**config.mk**
```make
export PLATFORM = sky130hd
export DESIGN_NAME = mips32_fetch_queue
export DESIGN_NICKNAME = d
export VERILOG_FILES = /design/src/rtl/mips32_pkg.sv /design/src/rtl/mips32_sync_fifo.sv /design/src/rtl/mips32_fetch_queue.sv
export SDC_FILE = /design/constraint.sdc
export NUM_CORES = 1
export LEC_CHECK = 0
export CORE_MARGIN = 4
export CORE_UTILIZATION = 31
export DETAILED_ROUTE_END_ITERATION = 7
export PLACE_DENSITY_LB_ADDON = 0.05
export SLEW_MARGIN = 15
export SYNTH_ARGS = -nofsm -noshare
export SYNTH_HDL_FRONTEND = slang
export SYNTH_SLANG_ARGS = --single-unit
```
**constraint.sdc**
```tcl
create_clock -name clk1 -period 8.05 [get_ports clk1]
set_input_delay 1.2075 -clock clk1 [delete_from_list [all_inputs] [get_ports clk1]]
set_output_delay 1.2075 -clock clk1 [all_outputs]
set_load 0.03 [all_outputs]
```
**src/rtl/mips32_pkg.sv**
```systemverilog
// Shared MIPS32 definitions: opcodes, the fetch-queue entry layout and small helpers.
package mips32_pkg;

  localparam int IMEM_AW = 10;

  localparam logic [5:0] HLT   = 6'b111111;
  localparam logic [5:0] BEQZ  = 6'b001110;
  localparam logic [5:0] BNEQZ = 6'b001101;
  localparam logic [5:0] ADDI  = 6'b001010;

  typedef struct packed {
    logic [31:0] ir;
    logic [31:0] npc;
  } fetch_entry_t;

  function automatic logic is_hlt(input logic [31:0] ir);
    return (ir[31:26] == HLT);
  endfunction

  function automatic logic [31:0] sat_add(input logic [31:0] a, input logic [31:0] b);
    logic [32:0] sum;
    sum = {1'b0, a} + {1'b0, b};
    return sum[32] ? 32'hffff_ffff : sum[31:0];
  endfunction

endpackage

```
**src/rtl/mips32_sync_fifo.sv**
```systemverilog
// Synchronous FIFO with single-cycle flush; pointers wrap naturally, count is one bit wider.
module mips32_sync_fifo #(
  parameter int DEPTH = 4,
  parameter int WIDTH = 64
) (
  input  logic                       clk,
  input  logic                       rst,
  input  logic                       push,
  input  logic [WIDTH-1:0]           push_data,
  input  logic                       pop,
  input  logic                       flush,
  output logic [WIDTH-1:0]           pop_data,
  output logic                       empty,
  output logic [$clog2(DEPTH):0]     count
);

  localparam int PW = $clog2(DEPTH);

  logic [WIDTH-1:0] mem_r [DEPTH];
  logic [PW-1:0]    wr_ptr_r;
  logic [PW-1:0]    rd_ptr_r;
  logic [PW:0]      count_r;
  logic             push_ok_s;
  logic             pop_ok_s;

  // Flush overrides both push and pop so a redirect never leaves a partial update behind.
  always_comb begin
    push_ok_s = push && !flush;
    pop_ok_s  = pop && !flush && (count_r != '0);
  end

  // Storage write port.
  always_ff @(posedge clk) begin
    if (push_ok_s) begin
      mem_r[wr_ptr_r] <= push_data;
    end
  end

  // Pointer and occupancy update.
  always_ff @(posedge clk) begin
    if (rst || flush) begin
      wr_ptr_r <= '0;
      rd_ptr_r <= '0;
      count_r  <= '0;
    end else begin
      if (push_ok_s) wr_ptr_r <= wr_ptr_r + PW'(1);
      if (pop_ok_s)  rd_ptr_r <= rd_ptr_r + PW'(1);
      count_r <= count_r + (PW+1)'(push_ok_s) - (PW+1)'(pop_ok_s);
    end
  end

  assign pop_data = mem_r[rd_ptr_r];
  assign empty    = (count_r == '0);
  assign count    = count_r;

  mips32_sync_fifo_chk #(.DEPTH(DEPTH)) u_chk (
    .clk   (clk),
    .rst   (rst),
    .push  (push),
    .pop   (pop),
    .flush (flush),
    .count (count_r)
  );

endmodule

// Overflow/underflow checks for mips32_sync_fifo.
module mips32_sync_fifo_chk #(
  parameter int DEPTH = 4
) (
  input logic                   clk,
  input logic                   rst,
  input logic                   push,
  input logic                   pop,
  input logic                   flush,
  input logic [$clog2(DEPTH):0] count
);

  a_no_overflow: assert property (@(posedge clk) disable iff (rst || flush)
    !(push && !pop && (32'(count) == DEPTH)));

  a_no_underflow: assert property (@(posedge clk) disable iff (rst || flush)
    !(pop && (count == '0)));

endmodule

```
**src/rtl/mips32_fetch_queue.sv**
```systemverilog
// MIPS32 instruction-fetch front end: PC, imem request credit, {IR,NPC} queue to decode.
// Optional counters are enabled with `define FETCH_QUEUE_STATS_EN.
module mips32_fetch_queue
  import mips32_pkg::*;
#(
  parameter int          DEPTH    = 4,
  parameter int          AW       = IMEM_AW,
  parameter logic [31:0] RESET_PC = 32'h0
) (
  input  logic          clk1,
  input  logic          rst,
  output logic          mem_req,
  output logic [AW-1:0] mem_addr,
  input  logic [31:0]   mem_rdata,
  input  logic          redirect_valid,
  input  logic [31:0]   redirect_pc,
  output logic          out_valid,
  input  logic          out_ready,
  output logic [31:0]   out_ir,
  output logic [31:0]   out_npc,
  output logic          halted
`ifdef FETCH_QUEUE_STATS_EN
  ,
  output logic [31:0]   stat_fetched,
  output logic [31:0]   stat_flushed,
  output logic [31:0]   stat_stall
`endif
);

  localparam int PW = $clog2(DEPTH);

  logic [31:0]  pc_r;
  logic [31:0]  tag_r;
  logic         pending_r;
  logic         drop_r;
  logic         halted_r;

  logic [PW:0]  count_s;
  logic         empty_s;
  logic [63:0]  pop_data_s;
  fetch_entry_t head_s;
  fetch_entry_t push_entry_s;
  logic         issue_s;
  logic         resp_s;
  logic         push_s;
  logic         out_valid_s;
  logic         pop_s;

  // Issue credit counts the in-flight word so a response always has a free slot.
  always_comb begin
    issue_s      = !rst && !halted_r && !redirect_valid &&
                   ((32'(count_s) + 32'(pending_r)) < 32'(DEPTH));
    resp_s       = pending_r && !drop_r && !halted_r;
    push_s       = resp_s && !redirect_valid && !rst;
    out_valid_s  = !empty_s && !redirect_valid;
    pop_s        = out_valid_s && out_ready;
    push_entry_s = '{ir: mem_rdata, npc: tag_r + 32'd1};
    head_s       = fetch_entry_t'(pop_data_s);
  end

  // PC, in-flight tracking and halt state; redirect takes priority over everything else.
  always_ff @(posedge clk1) begin
    if (rst) begin
      pc_r      <= RESET_PC;
      tag_r     <= 32'h0;
      pending_r <= 1'b0;
      drop_r    <= 1'b0;
      halted_r  <= 1'b0;
    end else begin
      pending_r <= issue_s;
      if (redirect_valid) begin
        pc_r     <= redirect_pc;
        halted_r <= 1'b0;
        drop_r   <= pending_r;
      end else begin
        drop_r <= 1'b0;
        if (issue_s) begin
          tag_r <= pc_r;
          pc_r  <= pc_r + 32'd1;
        end
        if (push_s && is_hlt(mem_rdata)) begin
          halted_r <= 1'b1;
        end
      end
    end
  end

  mips32_sync_fifo #(.DEPTH(DEPTH), .WIDTH($bits(fetch_entry_t))) u_fifo (
    .clk       (clk1),
    .rst       (rst),
    .push      (push_s),
    .push_data (push_entry_s),
    .pop       (pop_s),
    .flush     (redirect_valid),
    .pop_data  (pop_data_s),
    .empty     (empty_s),
    .count     (count_s)
  );

  assign mem_req   = issue_s;
  assign mem_addr  = pc_r[AW-1:0];
  assign out_valid = out_valid_s;
  assign out_ir    = empty_s ? 32'h0 : head_s.ir;
  assign out_npc   = empty_s ? 32'h0 : head_s.npc;
  assign halted    = halted_r;

`ifdef FETCH_QUEUE_STATS_EN
  logic [31:0] stat_fetched_r;
  logic [31:0] stat_flushed_r;
  logic [31:0] stat_stall_r;

  // Saturating event counters; a flush counts queued entries plus the response it kills.
  always_ff @(posedge clk1) begin
    if (rst) begin
      stat_fetched_r <= 32'h0;
      stat_flushed_r <= 32'h0;
      stat_stall_r   <= 32'h0;
    end else begin
      if (push_s) begin
        stat_fetched_r <= sat_add(stat_fetched_r, 32'd1);
      end
      if (redirect_valid) begin
        stat_flushed_r <= sat_add(stat_flushed_r, 32'(count_s) + 32'(resp_s));
      end
      if (out_valid_s && !out_ready) begin
        stat_stall_r <= sat_add(stat_stall_r, 32'd1);
      end
    end
  end

  assign stat_fetched = stat_fetched_r;
  assign stat_flushed = stat_flushed_r;
  assign stat_stall   = stat_stall_r;
`endif

endmodule

```
==> impl_metrics.tcl, run 1 <==
set metrics [dict create \
    outcome "finished clean" \
    final_area_sq_um 17000 \
    dp_hpwl_um 20300 \
    rsz0062_at_grt "no" \
    setup_viol 0 \
    grt_overflow 0 \
    io_pins 145 \
    cts_root_buf "clkbuf_16" \
    ys_ff_latch 332 \
    async_reset_ff_share_pct 0 \
    clock-sinks 332 \
    cpMostUsedCell "clkdlybuf4s50_1" \
    vias 8196 \
    critPathArrivalTime_ps 3900 \
    path_max_fanout 40 \
    powerDensity_nw_per_um2 218 \
    synth_top_flop_cell "edfxtp_1" \
    grt_use_met1_pct 19.8 \
    core_sq_um 44100 \
    yosysSeqAreaShare_pct 66.7 \
    slew_viol_final 0 \
    clk_pin_slew_worst_paths_ps 60 \
    post_cts.repair.setup_buffers 0 \
    gp_congestion 0.719 \
    hold_viol 0 \
    syn2layout_area_growth_pct 23.3 \
    finClkSkew_ps 11.8 \
    fmax_mhz 196 \
    post_dp_cell_area_sq_um 15800 \
    top_usage_layer "met2" \
    slowest_stage "clkinv_1" \
    drc 0 \
    clockBufferDepth 3 \
    fin_crit_sh_pct 63.5 \
    drive_above_1_share_pct 13.8 \
    die_area_sq_um 48000 \
    worstSetupStartpoint "redirect_valid" \
    cts_max_level 2 \
    synth_cell_types 58 \
    maxCapViolCount 0 \
    routed_via_density 4.84 \
    gr-usage-met2_pct 22.8 \
    drtIter0Drc 479 \
    die_w_um 219 \
    min_path_type "reg2reg" \
    synth_fp_nets 1012 \
    worst_path_largest_cell_delay_ps 820 \
    end_kind "primary output" \
    grt_pass1_wl_um 52600 \
    cts_buffers 40 \
    post_drt_wl_per_cell_um 20.1 \
    power_leakage_uw 0.00534 \
    grt_max_degree 70 \
    start_util_pct 31.3 \
    worstMarginPinSlew_ps 1060 \
    fillers 4299 \
    insertedDiodeCount 0 \
    syn_area_sq_um 13800 \
    worstSkewPairLatency_ps 540 \
    crit_path_start_kind "primary input" \
    worstPathCellList "clkdlybuf4s50_1 > buf_4 > clkinv_1 > and2_1 > clkdlybuf4s50_1" \
    crit_required_ps 6840 \
    fin_crit_ps 5110 \
    grt_pass1_vias 8543 \
    synth.avg_cell_area_sq_um 14.8 \
    wirelength_um 34100 \
    antenna_found_initial 0 \
    synthCells 934 \
    std_cell_rows 77 \
    cts_tree "done" \
    cts-resized-gates 0 \
    vdd_ir_drop_max_uv 127 \
    ant_nets 0 \
    grtUsageMet3_pct 3.31 \
    r2r_start "halted" \
    fp.dieH_um 219 \
    grt_use_total_pct 14.3 \
    hold_start "pc_r[21]" \
    port-buffer-count 144 \
    relSlewSlack_pct 29.6 \
    fin_tns_setup_ps 0 \
    drtPass1Iterations 5 \
    synth_warnings 0 \
    cts_hold_buf 0 \
    num-nets-final 1151 \
    crit_type "in2out" \
    synth_edf_count 256 \
]
[where the power goes]
group	switching, uW	internal [uW]
Combinational	81.6	68.1
Sequential	25.2	1860
Clock	680	1000
[cell usage in the layout, fill, tap and decap left out, drive strengths merged, types with 24 or more instances in the layout]
| cell type | netlist | layout |
|---|---|---|
| a21oi | 54 | 54 |
| and2 | 75 | 75 |
| clkbuf | 36 | 54 |
| clkdlybuf4s50 | 0 | 143 |
| dfxtp | 76 | 76 |
| edfxtp | 256 | 256 |
| mux4 | 64 | 64 |
| nand2 | 107 | 107 |
| nand4 | 24 | 24 |
| nor2 | 29 | 29 |
| xnor2 | 31 | 31 |
[sequential cells by signal, indices dropped and copies added (netlist names), named ones only]
name / flops
halted: 1
u_fifo.rd_ptr_r: 2
tag_r: 32
pending_r: 1
u_fifo.count: 3
u_fifo.mem_r: 256
pc_r: 32
u_fifo.wr_ptr_r: 2
drop_r: 1
[cell families (layout without fill, tap and decap cells)]
logic type      Yosys count  count (layout)  synth area share [%]
simple gates            302             302                  11.6
fa+ha+maj                10              10                 0.960
mux                      68              68                  10.8
xor+xnor                 39              39                  2.47
flops                   332             332                  66.7
buf+inv                  76             245                  2.49
compound gates          107             107                  5.07
[synthesized netlist by cell type, drive strengths merged (4+ instances only)]
| cell | n | area share [%] |
|---|---|---|
| edfxtp | 256 | 56 |
| a31oi | 6 | 0.27 |
| a21oi | 54 | 2.0 |
| buf | 22 | 1.0 |
| and3 | 8 | 0.36 |
| nand4 | 24 | 1.1 |
| xnor2 | 31 | 2.0 |
| or3 | 4 | 0.18 |
| clkbuf | 36 | 0.98 |
| mux4 | 64 | 10 |
| nor2 | 29 | 0.81 |
| inv | 17 | 0.46 |
| nand3 | 20 | 0.72 |
| xor2 | 8 | 0.51 |
| nand2 | 107 | 2.9 |
| a22oi | 7 | 0.38 |
| and4 | 12 | 0.77 |
| o311ai | 8 | 0.51 |
| ha | 9 | 0.82 |
| dfxtp | 76 | 11 |
| nor4 | 6 | 0.43 |
| o211ai | 5 | 0.27 |
| nor3 | 7 | 0.29 |
| a211oi | 4 | 0.22 |
| and2 | 75 | 3.4 |
[worst max-delay path, delay by kind of cell]
family | cells | cell delay (ps)
simple gates | 1 | 410
buf+inv | 4 | 2260
[metal layers]
| layer | up-vias | part of all wire [%] |
|---|---|---|
| li1 | 3841 | - |
| met1 | 4103 | 46 |
| met2 | 194 | 47 |
| met3 | 58 | 5.1 |
| met4 | 0 | 2.0 |
| met5 | - | 0 |
[final timing paths]
| check | to | slack, ps | cells past startpoint |
|---|---|---|---|
| worst max-delay path | out_valid | 2940 | 5 |
| worst min-delay path | tag_r[21] | 480 | 2 |
| worst max register to register | u_fifo.mem_r[3][36] | 4960 | 4 |
| worst min register to register | tag_r[21] | 480 | 2 |
[area by class of cell]
type / count / area, sq um / share of cell area [%]
Clock buffer: 54 / 1070 / 6.31
Clock inverter: 18 / 145 / 0.852
Inverter: 18 / 67.6 / 0.397
Multi-Input combinational cell: 526 / 4270 / 25.1
Sequential cell: 332 / 9210 / 54.1
Tap cell: 592 / 741 / 4.35
Timing Repair Buffer: 155 / 1520 / 8.92
[through the flow]
stage	total power [uW]	hold WS, ps	cells	utilization (%)	setup WS, ps
after floorplan	1990	441	934	-	3920
after global placement	2070	468	1623	35.8	2990
after detailed placement	2070	473	1623	35.8	2990
after CTS	3780	488	1695	38.6	2940
after global routing	3870	512	1695	38.6	2830
final	3710	481	1695	38.6	2940
Power figures use the tool's default switching activity.
==> inputs of run 2 (changes only) <==
==> constraint.sdc (replaced) <==
create_clock -name clk1 -period 5.2 [get_ports clk1]
set_input_delay 0.78 -clock clk1 [delete_from_list [all_inputs] [get_ports clk1]]
set_output_delay 0.78 -clock clk1 [all_outputs]
set_load 0.03 [all_outputs]
==> impl_metrics.tcl, run 2 (synthesis results as in run 1) <==
set metrics [dict create \
    grt_use_total_pct 14.4 \
    worstMarginPinSlew_ps 912 \
    start_util_pct 31.3 \
    holdWs_ps 471 \
    core_sq_um 44100 \
    drive_above_1_share_pct 14.1 \
    grt_overflow 0 \
    fin_crit_sh_pct 74.0 \
    post_cts.repair.setup_buffers 0 \
    reg_top3 "u_fifo.mem_r x256, pc_r x32, tag_r x32" \
    relSlewSlack_pct 39.2 \
    cts_tree "done" \
    finClkSkew_ps 18.6 \
    r2r-end "u_fifo.mem_r[0][55]" \
    clk_pin_slew_worst_paths_ps 60 \
    worstPathCellList "buf_12 > mux4_2 > and2_1 > clkdlybuf4s50_1" \
    place_ws_ps 1400 \
    cts_max_level 2 \
    insertedDiodeCount 0 \
    top_register "u_fifo.mem_r" \
    worst_path_largest_cell_delay_ps 760 \
    powerDensity_nw_per_um2 336 \
    num-nets-final 1153 \
    clockBufferDepth 3 \
    crit_required_ps 4420 \
    routed_via_density 4.82 \
    critPathArrivalTime_ps 3070 \
    die_area_sq_um 48000 \
    min_path_type "reg2reg" \
    worstSkewPairLatency_ps 540 \
    drc 0 \
    cts_hold_buf 0 \
    fp.dieH_um 219 \
    path_max_fanout 36 \
    r2r_start "halted" \
    ant_nets 0 \
    outcome "finished clean" \
    rsz0062_at_grt "no" \
    drtIter0Drc 487 \
    hold_viol 0 \
    endpoint "out_npc[28]" \
    slew_viol_final 0 \
    final_common_cell "edfxtp_1" \
    post_drt_wl_per_cell_um 20.1 \
    crit_path_start_kind "flop" \
    std_cell_rows 77 \
    largest_reg_flops 256 \
    crit_type "reg2out" \
    ff2ff_path_depth 4 \
    dp_hpwl_um 21900 \
    antenna_found_initial 0 \
    cts-resized-gates 0 \
    grt_max_degree 69 \
    utilization_pct 38.8 \
    r2r_slack_ps 2230 \
    setup_viol 0 \
    setup_ws_ps 1350 \
    clock-sinks 332 \
    grt_pass1_wl_um 52700 \
    dp.cells 1625 \
    cts_root_buf "clkbuf_16" \
    grt_pass1_vias 8589 \
    slowest_stage "dfxtp_4" \
    wirelength_um 34100 \
    fin_crit_ps 3850 \
    end_kind "primary output" \
    fmax_mhz 260 \
    cts_buffers 40 \
    drtPass1Iterations 4 \
    power_leakage_uw 0.00538 \
    io_pins 145 \
    fin_tns_setup_ps 0 \
    maxCapViolCount 0 \
    vdd_ir_drop_max_uv 187 \
    final_cell_mix "edfxtp_1 (256), clkdlybuf4s50_1 (142), nand2_1 (107)" \
    die_w_um 219 \
    final_cells 1696 \
    vias 8178 \
    port-buffer-count 144 \
    gp_congestion 0.737 \
    syn2layout_area_growth_pct 23.9 \
]
## run 2: per-layer routing
metal	wire, um	GRT usage (%)	vias up
met2	15800	23.4	191
met1	15700	19.6	4080
li1	-	-	3855
met5	0	0	-
met3	1810	3.30	52
met4	743	3.90	0
## run 2: final cells by class
cell class | count | area (sq um)
Inverter | 18 | 67.6
Tap cell | 592 | 741
Timing Repair Buffer | 157 | 1590
Sequential cell | 332 | 9210
Clock inverter | 17 | 115
Clock buffer | 54 | 1100
Fill cell | 4254 | 27000
Multi-Input combinational cell | 526 | 4270
## run 2: worst min path at each step
stage,cells after the start,start,to
after floorplan,2,pc_r[25],tag_r[25]
after global placement,2,pc_r[31],tag_r[31]
after detailed placement,2,pc_r[25],tag_r[25]
after CTS,2,pc_r[25],tag_r[25]
after global routing,2,tag_r[12],tag_r[12]
final,2,pc_r[25],tag_r[25]
## run 2: critical path, delay by kind of cell (launching register included)
kind / cells / cell delay (ps)
buffers and inverters: 2 / 1000
flip-flops: 1 / 760
multiplexers: 1 / 530
AND/OR/NAND/NOR: 1 / 200
## run 2: power breakdown
part	internal [uW]	switching (uW)
registers	2880	38.5
logic	106	127
clock network	1540	1060
## run 2: stage by stage
stage | cell area [sq um] | total power [uW]
6_report | 17100 | 5750
5_1_grt | 17100 | 5990
3_5_place_dp | 15900 | 3210
4_1_cts | 17100 | 5850
2_1_floorplan | 13800 | 3080
3_3_place_gp | 15900 | 3210
==> inputs of run 3 (changes only) <==
==> constraint.sdc (replaced) <==
create_clock -name clk1 -period 3.9 [get_ports clk1]
set_input_delay 0.585 -clock clk1 [delete_from_list [all_inputs] [get_ports clk1]]
set_output_delay 0.585 -clock clk1 [all_outputs]
set_load 0.03 [all_outputs]
==> impl_metrics.tcl, run 3 (synthesis results as in run 1) <==
set metrics [dict create \
    outcome "finished clean" \
    reg_top3 "u_fifo.mem_r x256, pc_r x32, tag_r x32" \
    cts-resized-gates 0 \
    whs_endpoint "tag_r[31]" \
    ff2ff_path_depth 10 \
    maxCapViolCount 0 \
    end_kind "primary output" \
    final_cell_mix "edfxtp_1 (256), clkdlybuf4s50_1 (142), nand2_1 (107)" \
    clock-sinks 332 \
    slowest_stage "or3_2" \
    worstSkewPairLatency_ps 520 \
    worstPathCellList "or3_2 > buf_12 > and2_1 > clkdlybuf4s50_1" \
    power_uw 7610 \
    whs_path_depth 2 \
    syn2layout_area_growth_pct 24.7 \
    clk_pin_slew_worst_paths_ps 50 \
    post_cts.repair.setup_buffers 0 \
    drtPass1Iterations 5 \
    io_pins 145 \
    power_leakage_uw 0.00543 \
    path_max_fanout 27 \
    register_area_sq_um 9210 \
    fp.dieH_um 219 \
    cts_max_level 2 \
    critPathArrivalTime_ps 2750 \
    die_w_um 219 \
    cts_buffers 40 \
    clockBufferDepth 3 \
    die_area_sq_um 48000 \
    grt_overflow 0 \
    r2r-end "u_fifo.count[2]" \
    port-buffer-count 144 \
    rsz0062_at_grt "no" \
    grt_max_degree 68 \
    fmax_mhz 299 \
    drive_above_1_share_pct 14.4 \
    min_path_type "reg2reg" \
    cts_root_buf "clkbuf_16" \
    dp_hpwl_um 21500 \
    antenna_found_initial 0 \
    wirelength_um 33600 \
    setup_viol 0 \
    cp_top_family "simple AND/OR/NAND/NOR gates" \
    hold_viol 0 \
    crit_type "reg2out" \
    grt_pass1_wl_um 52300 \
    drc 0 \
    ant_nets 0 \
    multi_input_area_sq_um 4270 \
    largest_reg_flops 256 \
    gp_congestion 0.725 \
    crit_path_start_kind "flop" \
    fin_crit_ps 3340 \
    top_register "u_fifo.mem_r" \
    slew_viol_final 0 \
    crit_buf_inv 2 \
    crit_required_ps 3310 \
    grt_use_total_pct 14.1 \
    drtIter0Drc 475 \
    powerDensity_nw_per_um2 442 \
    final_common_cell "edfxtp_1" \
    cts_tree "done" \
    relSlewSlack_pct 49.0 \
    cts_hold_buf 0 \
    post_drt_wl_per_cell_um 19.7 \
    fin_tns_setup_ps 0 \
    start_util_pct 31.3 \
    hold_start "tag_r[31]" \
    fillers 4192 \
    routed_via_density 4.77 \
    num-nets-final 1162 \
    vdd_ir_drop_max_uv 240 \
    worstMarginPinSlew_ps 765 \
    r2r_slack_ps 1210 \
    fin_crit_sh_pct 85.6 \
    insertedDiodeCount 0 \
    std_cell_rows 77 \
    grt_pass1_vias 8472 \
    finClkSkew_ps 9.88 \
    worst_path_largest_cell_delay_ps 800 \
    core_sq_um 44100 \
    vias 8145 \
    r2r_start "u_fifo.count[1]" \
]
run 3: cell count changes in the layout (fill, tap and decap cells not counted), sizes merged:
| cell | delta |
|---|---|
| bufinv | +1 |
| inv | -3 |
| clkinv | +4 |
| buf | +9 |
| clkbuf | -1 |
run 3: per-layer routing:
metal,part of all wire [%],vias to the layer above,GRT usage (%)
met4,1.4,0,2.95
met2,48,171,22.9
met1,47,4076,19.6
met5,0,-,0
met3,4.4,38,2.82
li1,-,3860,-
run 3: worst max-delay path by stage:
stage                                      to            start  cells after the start  slack [ps]
after global placement    u_fifo.mem_r[1][35]   redirect_valid                      6         940
after floorplan            u_fifo.mem_r[1][0]   redirect_valid                      4         400
after global routing               out_npc[0]  u_fifo.count[1]                      4         370
after detailed placement  u_fifo.mem_r[3][17]   redirect_valid                      6         920
final                              out_ir[31]  u_fifo.count[1]                      4         560
after CTS                          out_npc[0]  u_fifo.count[1]                      4         460
run 3: area by class of cell:
class,count,share of cell area (%)
clock buffers,53,6.22
clock inverters,19,0.777
inverters,18,0.392
multi-input cells,526,24.8
flip-flops and latches,332,53.5
well taps,592,4.30
repair buffers,166,10.0
run 3: through the flow:
| step | setup slack [ps] | area, sq um | hold slack (ps) | instances | utilization, % |
|---|---|---|---|---|---|
| detailed placement | 917 | 16000 | 464 | 1634 | 36.3 |
| global route | 369 | 17200 | 505 | 1706 | 39.0 |
| finish | 561 | 17200 | 467 | 1706 | 39.0 |
| CTS | 462 | 17200 | 471 | 1706 | 39.0 |
| global placement | 939 | 16000 | 465 | 1634 | 36.3 |
| floorplan | 397 | 13800 | 441 | 934 | - |
run 3: report_power, final:
part           total [uW]  switching [uW]  internal [uW]
sequential           3880            49.1           3840
clock                3410            1350           2050
combinational         317             171            145
run 3: worst min-delay path, stage by stage (launching register included):
cell,delay (ps)
dfxtp_1,310
nand2_1,50
a21oi_1,50
